`config.mk`:
```
export PLATFORM = sky130hd
export DESIGN_NAME = reg_file_seq
export DESIGN_NICKNAME = d
export VERILOG_FILES = /design/src/rtl/reg_file_seq_pkg.sv /design/src/rtl/reg_file_seq_alu.sv /design/src/rtl/reg_file_seq.sv
export SDC_FILE = /design/constraint.sdc
export NUM_CORES = 1
export LEC_CHECK = 0
export CAP_MARGIN = 10
export CORE_UTILIZATION = 58
export DETAILED_ROUTE_END_ITERATION = 6
export PLACE_DENSITY = 0.94
export RECOVER_POWER = 50
export SETUP_SLACK_MARGIN = 0.1
export SLEW_MARGIN = 0
export SYNTH_ARGS = -nofsm -noshare
export SYNTH_HDL_FRONTEND = slang
export SYNTH_HIERARCHICAL = 1
export SYNTH_SLANG_ARGS = --single-unit
```
`constraint.sdc`:
```
create_clock -name clk -period 4.45 [get_ports clk]
set_input_delay 0.6675 -clock clk [delete_from_list [all_inputs] [get_ports clk]]
set_output_delay 0.6675 -clock clk [all_outputs]
set_load 0.005 [all_outputs]
```
`src/rtl/reg_file_seq_pkg.sv`:
```
// Shared constants and types for the reg_file micro-op sequencer.
package reg_file_seq_pkg;

   localparam int unsigned DATA_W = 16;
   localparam int unsigned ADDR_W = 3;
   localparam int unsigned CODE_W = 3;

   typedef enum logic [CODE_W-1:0] {
      OP_NOP = 3'd0,
      OP_ADD = 3'd1,
      OP_SUB = 3'd2,
      OP_AND = 3'd3,
      OP_OR  = 3'd4,
      OP_XOR = 3'd5,
      OP_MOV = 3'd6,
      OP_LDI = 3'd7
   } op_code_e;

   typedef enum logic [1:0] {
      ST_IDLE  = 2'd0,
      ST_READ  = 2'd1,
      ST_EXEC  = 2'd2,
      ST_WRITE = 2'd3
   } state_e;

   // Micro-op as latched at the accept handshake
   typedef struct packed {
      op_code_e            code;
      logic [ADDR_W-1:0]   rd;
      logic [ADDR_W-1:0]   rs1;
      logic [ADDR_W-1:0]   rs2;
      logic [DATA_W-1:0]   imm;
   } uop_t;

endpackage

```
`src/rtl/reg_file_seq_alu.sv`:
```
// Combinational ALU for the sequencer: (code, A, B, imm) -> (result, carry/borrow).
module seq_alu
   import reg_file_seq_pkg::*;
(
   input  op_code_e          code,
   input  logic [DATA_W-1:0] a,
   input  logic [DATA_W-1:0] b,
   input  logic [DATA_W-1:0] imm,
   output logic [DATA_W-1:0] result,
   output logic              carry
);

   logic [DATA_W:0] sum;
   logic [DATA_W:0] diff;

   // Zero-extended operands make bit DATA_W the carry (ADD) or borrow (SUB)
   always_comb begin
      sum    = {1'b0, a} + {1'b0, b};
      diff   = {1'b0, a} - {1'b0, b};
      result = '0;
      carry  = 1'b0;
      case (code)
         OP_ADD: begin
            result = sum[DATA_W-1:0];
            carry  = sum[DATA_W];
         end
         OP_SUB: begin
            result = diff[DATA_W-1:0];
            carry  = diff[DATA_W];
         end
         OP_AND:  result = a & b;
         OP_OR:   result = a | b;
         OP_XOR:  result = a ^ b;
         OP_MOV:  result = a;
         OP_LDI:  result = imm;
         default: result = '0;
      endcase
   end

endmodule

```
`src/rtl/reg_file_seq.sv`:
```
// Micro-op sequencer owning all reg_file ports; IDLE->READ->EXEC->WRITE with loader arbitration.
// Optional REG_ZERO_HARDWIRE_EN: r0 reads as zero and writes to r0 are suppressed.
module reg_file_seq
   import reg_file_seq_pkg::*;
(
   input  logic              clk,
   input  logic              reset,
   input  logic              op_valid,
   output logic              op_ready,
   input  logic [CODE_W-1:0] op_code,
   input  logic [ADDR_W-1:0] op_rd,
   input  logic [ADDR_W-1:0] op_rs1,
   input  logic [ADDR_W-1:0] op_rs2,
   input  logic [DATA_W-1:0] op_imm,
   input  logic              ld_valid,
   output logic              ld_ready,
   input  logic [ADDR_W-1:0] ld_addr,
   input  logic [DATA_W-1:0] ld_data,
   output logic              rf_wr,
   output logic [ADDR_W-1:0] rf_wr_addr,
   output logic [DATA_W-1:0] rf_d_in,
   output logic [ADDR_W-1:0] rf_rd_addr_a,
   output logic [ADDR_W-1:0] rf_rd_addr_b,
   input  logic [DATA_W-1:0] rf_d_out_a,
   input  logic [DATA_W-1:0] rf_d_out_b,
   output logic              done,
   output logic              flag_z,
   output logic              flag_c
);

   state_e            state;
   state_e            state_nxt;
   uop_t              uop;
   logic [DATA_W-1:0] opa;
   logic [DATA_W-1:0] opb;
   logic [DATA_W-1:0] res;
   logic              res_c;
   logic [DATA_W-1:0] alu_res;
   logic              alu_carry;
   logic [DATA_W-1:0] rd_a;
   logic [DATA_W-1:0] rd_b;
   logic              wr_req;

`ifdef REG_ZERO_HARDWIRE_EN
   assign rd_a  = (uop.rs1 == '0) ? '0 : rf_d_out_a;
   assign rd_b  = (uop.rs2 == '0) ? '0 : rf_d_out_b;
   assign rf_wr = wr_req && (rf_wr_addr != '0);
`else
   assign rd_a  = rf_d_out_a;
   assign rd_b  = rf_d_out_b;
   assign rf_wr = wr_req;
`endif

   seq_alu u_alu (
      .code   (uop.code),
      .a      (opa),
      .b      (opb),
      .imm    (uop.imm),
      .result (alu_res),
      .carry  (alu_carry)
   );

   // State register plus the datapath registers loaded in each phase
   always_ff @(posedge clk) begin
      if (!reset) begin
         state  <= ST_IDLE;
         uop    <= '0;
         opa    <= '0;
         opb    <= '0;
         res    <= '0;
         res_c  <= 1'b0;
         flag_z <= 1'b0;
         flag_c <= 1'b0;
      end else begin
         state <= state_nxt;
         case (state)
            ST_IDLE: begin
               if (op_valid && op_ready) begin
                  uop <= '{code: op_code_e'(op_code), rd: op_rd, rs1: op_rs1,
                           rs2: op_rs2, imm: op_imm};
               end
            end
            ST_READ: begin
               opa <= rd_a;
               opb <= rd_b;
            end
            ST_EXEC: begin
               res   <= alu_res;
               res_c <= alu_carry;
            end
            ST_WRITE: begin
               if (uop.code != OP_NOP) begin
                  flag_z <= (res == '0);
                  flag_c <= res_c;
               end
            end
            default: ;
         endcase
      end
   end

   // Next state and handshake/port drive; loader wins over op_valid in IDLE
   always_comb begin
      state_nxt    = state;
      op_ready     = 1'b0;
      ld_ready     = 1'b0;
      done         = 1'b0;
      wr_req       = 1'b0;
      rf_wr_addr   = '0;
      rf_d_in      = '0;
      rf_rd_addr_a = '0;
      rf_rd_addr_b = '0;
      case (state)
         ST_IDLE: begin
            if (ld_valid) begin
               ld_ready   = 1'b1;
               wr_req     = 1'b1;
               rf_wr_addr = ld_addr;
               rf_d_in    = ld_data;
            end else begin
               op_ready = 1'b1;
               if (op_valid) begin
                  state_nxt = ST_READ;
               end
            end
         end
         ST_READ: begin
            rf_rd_addr_a = uop.rs1;
            rf_rd_addr_b = uop.rs2;
            state_nxt    = ST_EXEC;
         end
         ST_EXEC: begin
            state_nxt = ST_WRITE;
         end
         ST_WRITE: begin
            done = 1'b1;
            if (uop.code != OP_NOP) begin
               wr_req     = 1'b1;
               rf_wr_addr = uop.rd;
               rf_d_in    = res;
            end
            state_nxt = ST_IDLE;
         end
         default: state_nxt = ST_IDLE;
      endcase
   end

endmodule

```
After elaboration in Yosys (flattened, before gate mapping):

Cells that the tools add are included.

* bitwise logic cells: 3
* reductions and logical operators: 7
* order comparisons: 0
* div/mod/pow operators: 0
* shift-type cells: 0
* eq/ne operators: 12
* muxes and demuxes: 20
* add/subtract/negate cells: 2
* multipliers: 0

Operators with widths (count)
* $pmux W16 S7: 1
* $mux W16: 2
* $pmux W16 S2: 1
* $add A16 B16 Y17: 1
* $sub A16 B16 Y17: 1
* $and A16 B16 Y16: 1
* $logic_not A16 Y1: 1
* $or A16 B16 Y16: 1
* $xor A16 B16 Y16: 1
* $eq A3 B3 Y1 const B: 4
* $mux W3: 4
* $pmux W2 S4: 1
* $eq A3 B2 Y1 const B: 2
* $mux W1: 6
* $pmux W3 S2: 1
* $reduce_and A2 Y1: 3
* $eq A2 B2 Y1 const B: 2
* $mux W2: 2
* $ne A2 B2 Y1 const B: 2
* $pmux W1 S2: 2
* $eq A3 B1 Y1 const B: 1
* $reduce_bool A3 Y1: 1
* $eq A2 B1 Y1 const B: 1
* $logic_not A2 Y1: 1
* $logic_and A1 B1 Y1: 1

* bits of input ports: 83
* logic and storage cells: 56
* bits in writable memories: 0
* bits in latches: 0
* output and inout port bits: 31
* ROM bits: 0
* memories: 0
* register bits after elaboration: 81

Longest topological paths before layout:

Gate-level depths: netlist (run 1).

* depth in word-level cells: 4
* depth in mapped cells: 12
* mapped depth without buffers: 12

By module:

Netlist (run 1), hierarchy kept.

Modules (own cells, without submodules)
* reg_file_seq: cells an instance 363, sequential area each 1621.6 µm², instances 1, area each 3300.7 µm²
* seq_alu: cells an instance 429, sequential area each 0.0 µm², instances 1, area each 2879.0 µm²

Least setup slack after synthesis (run 1):

No wires, ideal clock.

* path type: reg-to-reg
* start: register opa[2]
* end: register res[14]
* cell stages (with the launch flop): 13
* arrival time: 2.325 ns
* clock period less this slack: 2.390 ns
* library setup time: 0.065 ns
* setup slack: 2.060 ns
* cells stage by stage: dfxtp_1 inv_1 ha_1 buf_6 nor2b_4 o21a_1 o21ai_2 a31oi_1 a31o_1 a2111o_1 a32oi_1 mux2i_1 nor2_1

* cells in the longest elaborated chain, start to end: 2
* elaborated cells between the ends (all ways): 3

RTL lines
* start: declaration: line reg_file_seq.sv:34 `logic [DATA_W-1:0] opa;`
* start signal: assignment: line reg_file_seq.sv:84 `opa <= rd_a;`
* $sub A16 B16 Y17 / $add A16 B16 Y17 (equally long branches): line reg_file_seq_alu.sv:19, reg_file_seq_alu.sv:18
* $pmux W16 S7 *: line reg_file_seq_alu.sv:22 `case (code)`
* named net alu_res[14]: line reg_file_seq.sv:38 `logic [DATA_W-1:0] alu_res;`
* end signal: assignment: line reg_file_seq.sv:88 `res <= alu_res;`
* end: declaration: line reg_file_seq.sv:36 `logic [DATA_W-1:0] res;`

The timed path passes the listed nets; every way through them passes the cells marked *.
A chain may end at the register's enable or synchronous reset.

Worst setup path in the final report (run 1):

* start: input port ld_valid
* end: output port rf_d_in[0]

* cells in the longest elaborated chain, start to end: 2

RTL lines
* start: declaration: line reg_file_seq.sv:15 `input logic ld_valid,`
* $mux W16: line reg_file_seq.sv:115 `if (ld_valid) begin`
* $pmux W16 S2: line reg_file_seq.sv:113 `case (state)`
* end: declaration: line reg_file_seq.sv:21 `output logic [DATA_W-1:0] rf_d_in,`

No other way between the ends.

==> summary.md, run 1 <==
| Metric | Value |
|---|---|
| Number of synthesis warnings | 6 |
| Post-Place Setup Slack | 0.993 ns |
| CP cell instances | clkdlybuf4s50_1 -> and2_1 -> a22oi_1 -> nor2_1 -> clkdlybuf4s50_1 |
| Layout cell share with drive strength beyond 1 | 5.58% |
| Iteration-0 DRC Markers | 728 |
| # port buffers | 113 |
| Syn Nets | 932 |
| Synth area leaders | dfxtp_1, ha_1, mux2i_1, nor2_1, nand2_1 |
| Top FF cell, synth | dfxtp_1 |
| Peak VDD IR | 0.251 mV |
| Share of the synthesized area in the top cell type | 26.2% |
| I/O Pins | 114 |
| EDFF count, synth | 0 |
| Skew-Pair Late Insertion Delay | 0.38 ns |
| Finished layout cell area | 7460 sq um |
| Unique masters post-synth | 70 |
| Final #Nets | 1013 |
| Hold crit path type | reg2reg |
| Filler cells | 806 |
| Setup crit start kind | input port |
| Total chip power | 3.69 mW |
| H-tree depth | 3 |
| Slew Limit Fails | 62 |
| CTS buffer count | 9 |
| GR Overflow Total | 0 |
| Count of max-cap constraint violations | 1 |
| Required @ worst endpoint | 3.78 ns |
| Number of core rows | 37 |
| Placed Cells incl. Taps | 998 |
| Skew final | 0.0158 ns |
| Antenna Cells | 0 |
| Buf/Inv on CP | 2 |
| RR Endpoint | res[10] |
| TritonCTS Sinks | 81 |
| Antenna violations before repair | 0 |
| Slowest-stage cell, CP | and2_1 |
| Final Wtd Congestion | 0.966 |
| Minimum clock period | 3.48 ns |
| Critical path type | in2out |
| PostCTS Resize Cnt | 0 |
| Critical path endpoint category | output port |
| Max Fclk | 287 MHz |
| Vias in the first global route | 5653 |
| Most frequent cells after synthesis | nor2_1, nand2_1, dfxtp_1, a21oi_1, mux2i_1 |
| Drt pass-1 iters | 6 |
| Least-Margin Pin Slew | 1.84 ns |
| Post-Syn Instances | 792 |
| Pin count of the biggest net entering global routing | 62 |
| Setup Buffers After CTS | 0 |
| Area leader, netlist | dfxtp_1 |
| Status | finished, violations left |
| Violated checks | max-capacitance violations, max-slew violations |
| Die Footprint | 11100 sq um |
| Yosys reg bits | 81 |
| Starting Density | 59.9% |
| Die extent in x | 105 um |
| DRC | 0 |
| Crit-path leading delay family | buffers and inverters |
| Final Cycle Share | 78.3% |
| Reg clk slew, reported paths | 0.10 ns |
| Largest stage delay, worst path | 0.75 ns |
| Setup TNS | 0 ns |
| Root Driver | clkbuf_8 |
| Vias per std cell | 6.11 |
| Crit Reg-Reg Startpoint | opa[0] |
| Fin worst setup slack | 0.966 ns |
| TritonCTS clock tree | built |
| Layout area overhead | 20.7% |
| Top cell by count, worst path | clkdlybuf4s50_1 |
| Rel. slew slack | -22.6% |
| Clk buf depth | 2 |
| First-pass GRT wire length | 27.4 mm |
| Post-route insts no fill | 1014 |
| Total track usage | 30.6% |
| Number of nets with antenna violations after routing | 0 |
| Crit Path Max Fanout | 21 |
| Hold_ws | 0.456 ns |
| Final hold viol count | 0 |
| Final setup vio count | 0 |
| Core area | 10300 sq um |
| Final Core Density | 72.3% |
| RSZ-0062 raised after global routing | no |
| Die Ht | 105 um |
| Pwr dens | 495 nW/um^2 |
| Worst r2r path cells | 12 |
| Count leader, synth | nor2_1 |
| Post-Syn Area per Cell | 7.80 sq um |
| Critical Path AT | 2.82 ns |
| Estimated wirelength of the detail-placed design | 12.3 mm |
| Asr flop ratio synth | 0% |
| Hold_sp | uop[21] |
| Sequential area share after synthesis | 26.2% |
| Post-Syn Area | 6180 sq um |
| Placement-stage cell area | 7270 sq um |
| Worst hold path endpoint | uop[21] |
| Cts-stage hold buffer count | 0 |
| Vias | 6193 |
| Routed WL | 17.5 mm |
| WL per Instance | 17.2 um |
| R2R Setup Slk | 1.41 ns |
| Hold path depth | 2 |
| Lkg Pwr | 2.77 nW |
layout by cell type (no fill, tap or decap), types with 11 or more instances in the layout:
master and instances:
a21oi_1 65, a22oi_1 20, clkdlybuf4s50_1 110, dfxtp_1 81, ha_1 54, inv_1 55
mux2i_1 62, nand2_1 93, nor2_1 97, nor3_1 11, o21ai_0 41
flip-flops by register name (all words and copies together), names as in the netlist:
register / flops
uop: 28
opa: 16
opb: 16
res: 16
state: 2
flag_c: 1
flag_z: 1
res_c: 1
metal layers:
layer	share of wire (%)	routed length (um)	track usage, %	vias up
li1	-	-	-	2927
met1	39	6860	37.8	2824
met2	47	8230	50.2	363
met3	9.6	1680	7.54	79
met4	4.0	693	14.2	0
met5	0	0	0	-
kinds of logic after synthesis:
| logic type | count (synthesis) | synth area share (%) |
|---|---|---|
| multiplexers | 69 | 12.0 |
| flip-flops | 81 | 26.2 |
| adder cells (fa/ha/maj) | 57 | 11.8 |
| XOR/XNOR | 6 | 0.850 |
| buffers and inverters | 109 | 8.00 |
| AND/OR/NAND/NOR | 257 | 18.4 |
| AO/OA/AOI/OAI | 213 | 22.7 |
worst register-to-register path, stage by stage (launching register included):
cell and delay (ns):
dfxtp_1 0.42, ha_1 0.27, inv_1 0.08, fa_1 0.43
nor2b_4 0.12, o21a_1 0.15, o21ai_2 0.08, a31oi_1 0.39
o211ai_1 0.15, mux2_1 0.34, o221ai_1 0.28, mux2i_1 0.13
nor2_1 0.12
report_power, final:
group	internal (mW)	switching, mW	total, mW	leakage, nW
Sequential	0.846	0.129	0.975	0.659
Clock	0.220	0.329	0.549	0.0942
Combinational	0.907	1.26	2.17	2.01
Total	1.97	1.72	3.69	2.77
worst max-delay path by stage:
stage                         from  cells past startpoint             to  slack [ns]
final                     ld_valid                      5     rf_d_in[0]        0.97
after global routing      ld_valid                      5    rf_d_in[10]        0.85
after CTS                 ld_valid                      5  rf_wr_addr[2]        0.99
after detailed placement  ld_valid                      5  rf_wr_addr[2]        0.99
after global placement    ld_valid                      5     rf_d_in[9]        1.09
after floorplan             opa[2]                     12        res[14]        2.06
layout make-up:
| cell class | count | area (sq um) | share of cell area [%] |
|---|---|---|---|
| multi-input cells | 602 | 4070 | 54.5 |
| inverters | 57 | 214 | 2.87 |
| repair buffers | 122 | 1190 | 16.0 |
| well taps | 136 | 170 | 2.28 |
| clock inverters | 7 | 73.8 | 0.989 |
| clock buffers | 9 | 124 | 1.66 |
| flip-flops and latches | 81 | 1620 | 21.7 |
Note: power is estimated with default switching activity, not from simulation.
==> inputs of run 2 (changes only) <==
Settings changed: CORE_UTILIZATION 58 to 54, PLACE_DENSITY 0.94 to 0.89.
Clock period 4.45 ns to 3.7 ns, I/O delays scaled along.
==> summary.md, run 2 (synthesis gave the netlist of run 1 again) <==
| Metric | Value |
|---|---|
| Largest Register | uop |
| PostCTS Resize Cnt | 0 (unchanged) |
| Hold crit path type | reg2reg |
| Core area | 11000 sq um (+6.4%) |
| Worst r2r path cells | 5 (-7) |
| Clk buf depth | 2 (unchanged) |
| Die extent in x | 109 um (+3.6%) |
| Final Cycle Share | 81.5% |
| Least-Margin Pin Slew | 2.36 ns (+0.522 ns) |
| Final Wtd Congestion | 1.02 (+5.2%) |
| Die Ht | 109 um (+3.6%) |
| Layout area overhead | 22.8% |
| Antenna violations before repair | 0 (unchanged) |
| Critical path endpoint category | flip-flop |
| Violated checks | max-capacitance violations, max-slew violations |
| Share of power burned in registers | 25.0% (-1.4 points) |
| Multi-input gate area | 4060 sq um (about the same) |
| Final #Nets | 1016 (+0.30%) |
| Rel. slew slack | -57.2% (-35 points) |
| Pwr dens | 621 nW/um^2 (+26%) |
| Minimum clock period | 3.01 ns |
| Number of core rows | 38 (+2.7%) |
| Iteration-0 DRC Markers | 828 (+14%) |
| Cts-stage hold buffer count | 0 (unchanged) |
| Die Footprint | 11900 sq um (+7.3%) |
| Max Fclk | 332 MHz |
| Lkg Pwr | 2.84 nW (+2.6%) |
| Max FFs per register | 28 (unchanged) |
| Critical path type | reg2reg |
| Vias in the first global route | 5613 (-0.71%) |
| Vias | 6093 (-1.6%) |
| Routed WL | 17.8 mm (+1.9%) |
| Most frequent cells in the layout | clkdlybuf4s50_1, nor2_1, nand2_1, dfxtp_1, a21oi_1 |
| Antenna Cells | 0 (unchanged) |
| Estimated wirelength of the detail-placed design | 13.0 mm (+5.3%) |
| Count of max-cap constraint violations | 1 (unchanged) |
| Skew final | 0.0127 ns (-0.00318 ns) |
| Layout cell share with drive strength beyond 1 | 6.02% (+0.44 points) |
| Gate power share | 55.9% (-2.8 points) |
| NetSw | 2.09 mW (+21%) |
| Total chip power | 4.71 mW (+28%) |
| TritonCTS Sinks | 81 (unchanged) |
| Peak VDD IR | 0.419 mV (+67%) |
| Fin worst setup slack | 0.686 ns (-0.281 ns) |
| Filler cells | 869 (+7.8%) |
| RSZ-0062 raised after global routing | no |
| Register area | 1620 sq um (unchanged) |
| Crit Path Max Fanout | 32 (+52%) |
| Post-Place Setup Slack | 0.931 ns (-0.0623 ns) |
| Required @ worst endpoint | 3.93 ns (+0.15 ns) |
| Number of nets with antenna violations after routing | 0 (unchanged) |
| Total track usage | 30.8% (+0.16 points) |
| Status | finished, violations left |
| Root Driver | clkbuf_16 |
| Pin count of the biggest net entering global routing | 48 (-23%) |
| WL per Instance | 17.4 um (+1.2%) |
| CTS buffer count | 9 (unchanged) |
| Starting Density | 56.3% (-3.6 points) |
| Critical Path AT | 3.24 ns (+0.42 ns) |
| Setup crit start kind | flip-flop |
| Slew Limit Fails | 33 (-47%) |
| Crit Reg-Reg Startpoint | state[1] |
| Clk pwr share | 19.1% (+4.2 points) |
| Final hold viol count | 0 (unchanged) |
| Setup crit end | opb[4] |
| GR Overflow Total | 0 (unchanged) |
| First-pass GRT wire length | 28.2 mm (+3.1%) |
| Setup Buffers After CTS | 0 (unchanged) |
| DRC | 0 (unchanged) |
| Setup TNS | 0 ns (unchanged) |
| RR Endpoint | opb[4] |
| Final setup vio count | 0 (unchanged) |
| H-tree depth | 3 (unchanged) |
| I/O Pins | 114 (unchanged) |
| TritonCTS clock tree | built |
| Hold_sp | uop[19] |
| Vias per std cell | 5.97 (-2.3%) |
| Hold_ws | 0.454 ns (-0.00155 ns) |
| Switching Fraction | 44.3% (-2.3 points) |
| Drt pass-1 iters | 5 (-1) |
| Internal power | 2.63 mW (+33%) |
| R2R Setup Slk | 0.69 ns (-0.72 ns) |
| Crit path launch | state[1] |
| Skew-Pair Late Insertion Delay | 0.36 ns (-0.02 ns) |
| Reg clk slew, reported paths | 0.07 ns (-0.03 ns) |
| Commonest non-fill, non-tap cell in the layout | clkdlybuf4s50_1 |
| # port buffers | 113 (unchanged) |
==> run 2: cell types whose count changed in the layout (fill, tap and decap cells not counted) <==
cell and delta:
buf_4 +5, clkbuf_1 -1, clkbuf_16 +9, clkbuf_4 -1, clkbuf_8 -8, clkinv_8 -1, clkinvlp_4 -1, ha_1 +1
ha_2 -1, inv_1 -1, inv_2 +1, inv_6 +2, inv_8 -1
==> run 2: worst min path at each step <==
stage	endpoint	cells past startpoint
detailed placement	uop[19]	2
CTS	uop[19]	2
global route	uop[21]	2
finish	uop[19]	2
global placement	uop[18]	2
floorplan	uop[16]	2
==> run 2: layer usage <==
metal  wire [um]  vias up  share of wire [%]  global-route usage, %
li1            -     2943                  -                      -
met1        7520     2821                 42                   40.2
met2        8170      296                 46                   48.5
met3        1640       33                9.2                   8.13
met4         457        0                2.6                   11.4
met5           0        -                  0                      0
==> run 2: cell type report <==
| cell class | instances | share of cell area, % |
|---|---|---|
| well taps | 140 | 2.31 |
| clock inverters | 6 | 0.742 |
| flip-flops and latches | 81 | 21.4 |
| repair buffers | 125 | 16.0 |
| multi-input cells | 602 | 53.6 |
| clock buffers | 10 | 3.15 |
| inverters | 57 | 2.82 |
==> run 2: power groups by stage <==
stage | Clock, mW | Sequential, mW | Combinational, mW
after global placement | 0 | 1.18 | 2.51
final | 0.901 | 1.18 | 2.63
after detailed placement | 0 | 1.19 | 2.54
after global routing | 0.949 | 1.20 | 2.87
after floorplan | 0 | 1.14 | 1.89
after CTS | 0.915 | 1.18 | 2.57
==> run 2: metrics by stage <==
stage          util, %  cell area (sq um)  std cells
6_report          69.1               7590       1021
5_1_grt           69.1               7590       1021
4_1_cts           69.1               7590       1021
3_5_place_dp      66.5               7300       1005
3_3_place_gp      66.5               7300       1005
2_1_floorplan        -               6180        792
==> run 2: worst max-delay path, stage by stage, from the launching register on <==
cell	delay (ns)
dfxtp_1	0.35
inv_1	0.13
ha_1	0.28
clkbuf_1	1.70
mux2i_1	0.34
nor2_1	0.06
==> inputs of run 3 (changes only) <==
Settings changed: CORE_UTILIZATION 54 to 49, PLACE_DENSITY 0.89 to 0.86.
Clock period 3.7 ns to 2.6 ns, I/O delays scaled along.
==> summary.md, run 3 (synthesis gave the netlist of run 1 again) <==
| Metric | Value |
|---|---|
| Status | complete, no violations |
| GR Overflow Total | 0 (unchanged) |
| RSZ-0062 raised after global routing | yes |
| Count of max-cap constraint violations | 0 (-1) |
| Hold_sp | uop[18] |
| Reg clk slew, reported paths | 0.06 ns (about the same) |
| Rel. slew slack | 27.4% (+85 points) |
| Peak VDD IR | 0.512 mV (+22%) |
| Share of power burned in registers | 21.6% (-3.4 points) |
| Least-Margin Pin Slew | 1.09 ns (-1.27 ns) |
| Switching Fraction | 43.1% (-1.2 points) |
| Final Cycle Share | 99.4% (+18 points) |
| Clk pwr share | 15.5% (-3.6 points) |
| Die extent in x | 114 um (+4.9%) |
| Max Fclk | 387 MHz (+17%) |
| Internal power | 4.37 mW (+66%) |
| Placed Cells incl. Taps | 1076 (+7.1%) |
| Cts-stage hold buffer count | 0 (unchanged) |
| Vias per std cell | 5.85 (-2.1%) |
| Antenna Cells | 0 (unchanged) |
| Commonest non-fill, non-tap cell in the layout | clkdlybuf4s50_1 |
| Final Wtd Congestion | 1.04 (+2.8%) |
| Pin count of the biggest net entering global routing | 50 (+4.2%) |
| Layout area overhead | 35.3% |
| WL per Instance | 17.8 um (+2.1%) |
| # port buffers | 113 (unchanged) |
| Drt pass-1 iters | 5 (unchanged) |
| DRC | 0 (unchanged) |
| Crit Path Max Fanout | 7 (-78%) |
| Root Driver | clkbuf_16 |
| Final setup vio count | 0 (unchanged) |
| Filler cells | 937 (+7.8%) |
| NetSw | 3.31 mW (+58%) |
| Skew final | 0.00506 ns (-0.00761 ns) |
| Gate power share | 63.0% (+7.1 points) |
| Vias in the first global route | 5852 (+4.3%) |
| Required @ worst endpoint | 2.83 ns (-1.10 ns) |
| Multi-input gate area | 4330 sq um (+6.4%) |
| CTS buffer count | 9 (unchanged) |
| Max FFs per register | 28 (unchanged) |
| Layout cell share with drive strength beyond 1 | 17.1% (+11 points) |
| I/O Pins | 114 (unchanged) |
| TritonCTS clock tree | built |
| Slew Limit Fails | 0 (-100%) |
| H-tree depth | 3 (unchanged) |
| Most frequent cells in the layout | clkdlybuf4s50_1, nor2_1, nand2_1, dfxtp_1, mux2i_1 |
| Hold crit path type | reg2reg |
| Critical path type | reg2reg |
| TritonCTS Sinks | 81 (unchanged) |
| First-pass GRT wire length | 30.0 mm (+6.4%) |
| Crit path launch | opb[6] |
| DR WL met2 | 8.91 mm (+9.1%) |
| Final hold viol count | 0 (unchanged) |
| Hold_ws | 0.451 ns (-0.00336 ns) |
| Starting Density | 50.8% (-5.5 points) |
| Critical Path AT | 2.82 ns (-0.42 ns) |
| Antenna violations before repair | 0 (unchanged) |
| WL met1 | 8.34 mm (+11%) |
| Total track usage | 29.4% (-1.4 points) |
| Post-route insts no fill | 1104 (+8.1%) |
| Minimum clock period | 2.58 ns (-0.430 ns) |
| Number of nets with antenna violations after routing | 0 (unchanged) |
| Lkg Pwr | 3.16 nW (+11%) |
| Skew-Pair Late Insertion Delay | 0.35 ns (about the same) |
| Iteration-0 DRC Markers | 665 (-20%) |
| Top Layer Used | met4 |
| Setup crit start kind | flip-flop |
| Vias | 6453 (+5.9%) |
| Pwr dens | 918 nW/um^2 (+48%) |
| Die Ht | 114 um (+4.9%) |
| Total chip power | 7.68 mW (+63%) |
| Register area | 1640 sq um (+1.3%) |
| Critical path endpoint category | flip-flop |
| Estimated wirelength of the detail-placed design | 13.7 mm (+5.6%) |
| Clk buf depth | 2 (unchanged) |
| Die Footprint | 13100 sq um (+10%) |
| Final #Nets | 1071 (+5.4%) |
| Crit Reg-Reg Startpoint | opb[6] |
| Routed WL | 19.6 mm (+10%) |
| Number of core rows | 40 (+5.3%) |
| Core area | 12200 sq um (+11%) |
| Largest Register | uop |
| Met3 routed WL | 1.52 mm (-7.4%) |
==> run 3: cell type report <==
type / instances / share of cell area [%]
Tap cell: 168 / 2.51
Clock inverter: 6 / 0.509
Clock buffer: 10 / 2.74
Multi-Input combinational cell: 602 / 51.7
Inverter: 57 / 2.56
Timing Repair Buffer: 180 / 20.3
Sequential cell: 81 / 19.6
==> run 3: power by group through the flow <==
stage | registers, mW | logic [mW] | clock network, mW
after detailed placement | 1.66 | 4.07 | 0
final | 1.66 | 4.84 | 1.19
after CTS | 1.63 | 4.28 | 1.20
after floorplan | 1.62 | 2.69 | 0
after global placement | 1.64 | 4.04 | 0
after global routing | 1.68 | 5.20 | 1.26
==> run 3: stage by stage <==
stage,utilization (%),area [sq um],TNS (ns),worst slack (ns)
finish,68.8,8360,0,0.0156
global route,68.8,8360,-0.214,-0.0724
CTS,66.4,8080,0,0.0910
detailed placement,63.3,7690,-0.0490,-0.0439
global placement,63.3,7690,-0.0327,-0.0327
floorplan,-,6180,0,0.210
==> run 3: worst paths after layout <==
| kind | slack [ns] | cells past startpoint | to |
|---|---|---|---|
| min reg2reg | 0.45 | 2 | uop[18] |
| min | 0.45 | 2 | uop[18] |
| max reg2reg | 0.02 | 10 | res[11] |
| max | 0.02 | 10 | res[11] |
==> run 3: timing repair <==
action                     CTS  global route
pin swaps                   13            21
buffers inserted             3             8
cloned                       0             1
setup endpoints to repair   26            31
gates resized for setup     21            50
==> run 3: layer usage <==
layer	global-route usage, %	vias to the layer above
li1	-	3045
met1	39.1	3012
met2	45.9	332
met3	4.02	64
met4	16.6	0
met5	0	-
==> run 3: critical path: stages, from the launching register on <==
cell      delay (ns)
dfxtp_1         0.36
inv_1           0.09
ha_1            0.32
inv_2           0.09
o21ai_1         0.28
o22ai_4         0.16
o41a_1          0.47
a221oi_2        0.28
o221ai_1        0.18
mux2i_1         0.18
nor2_1          0.05
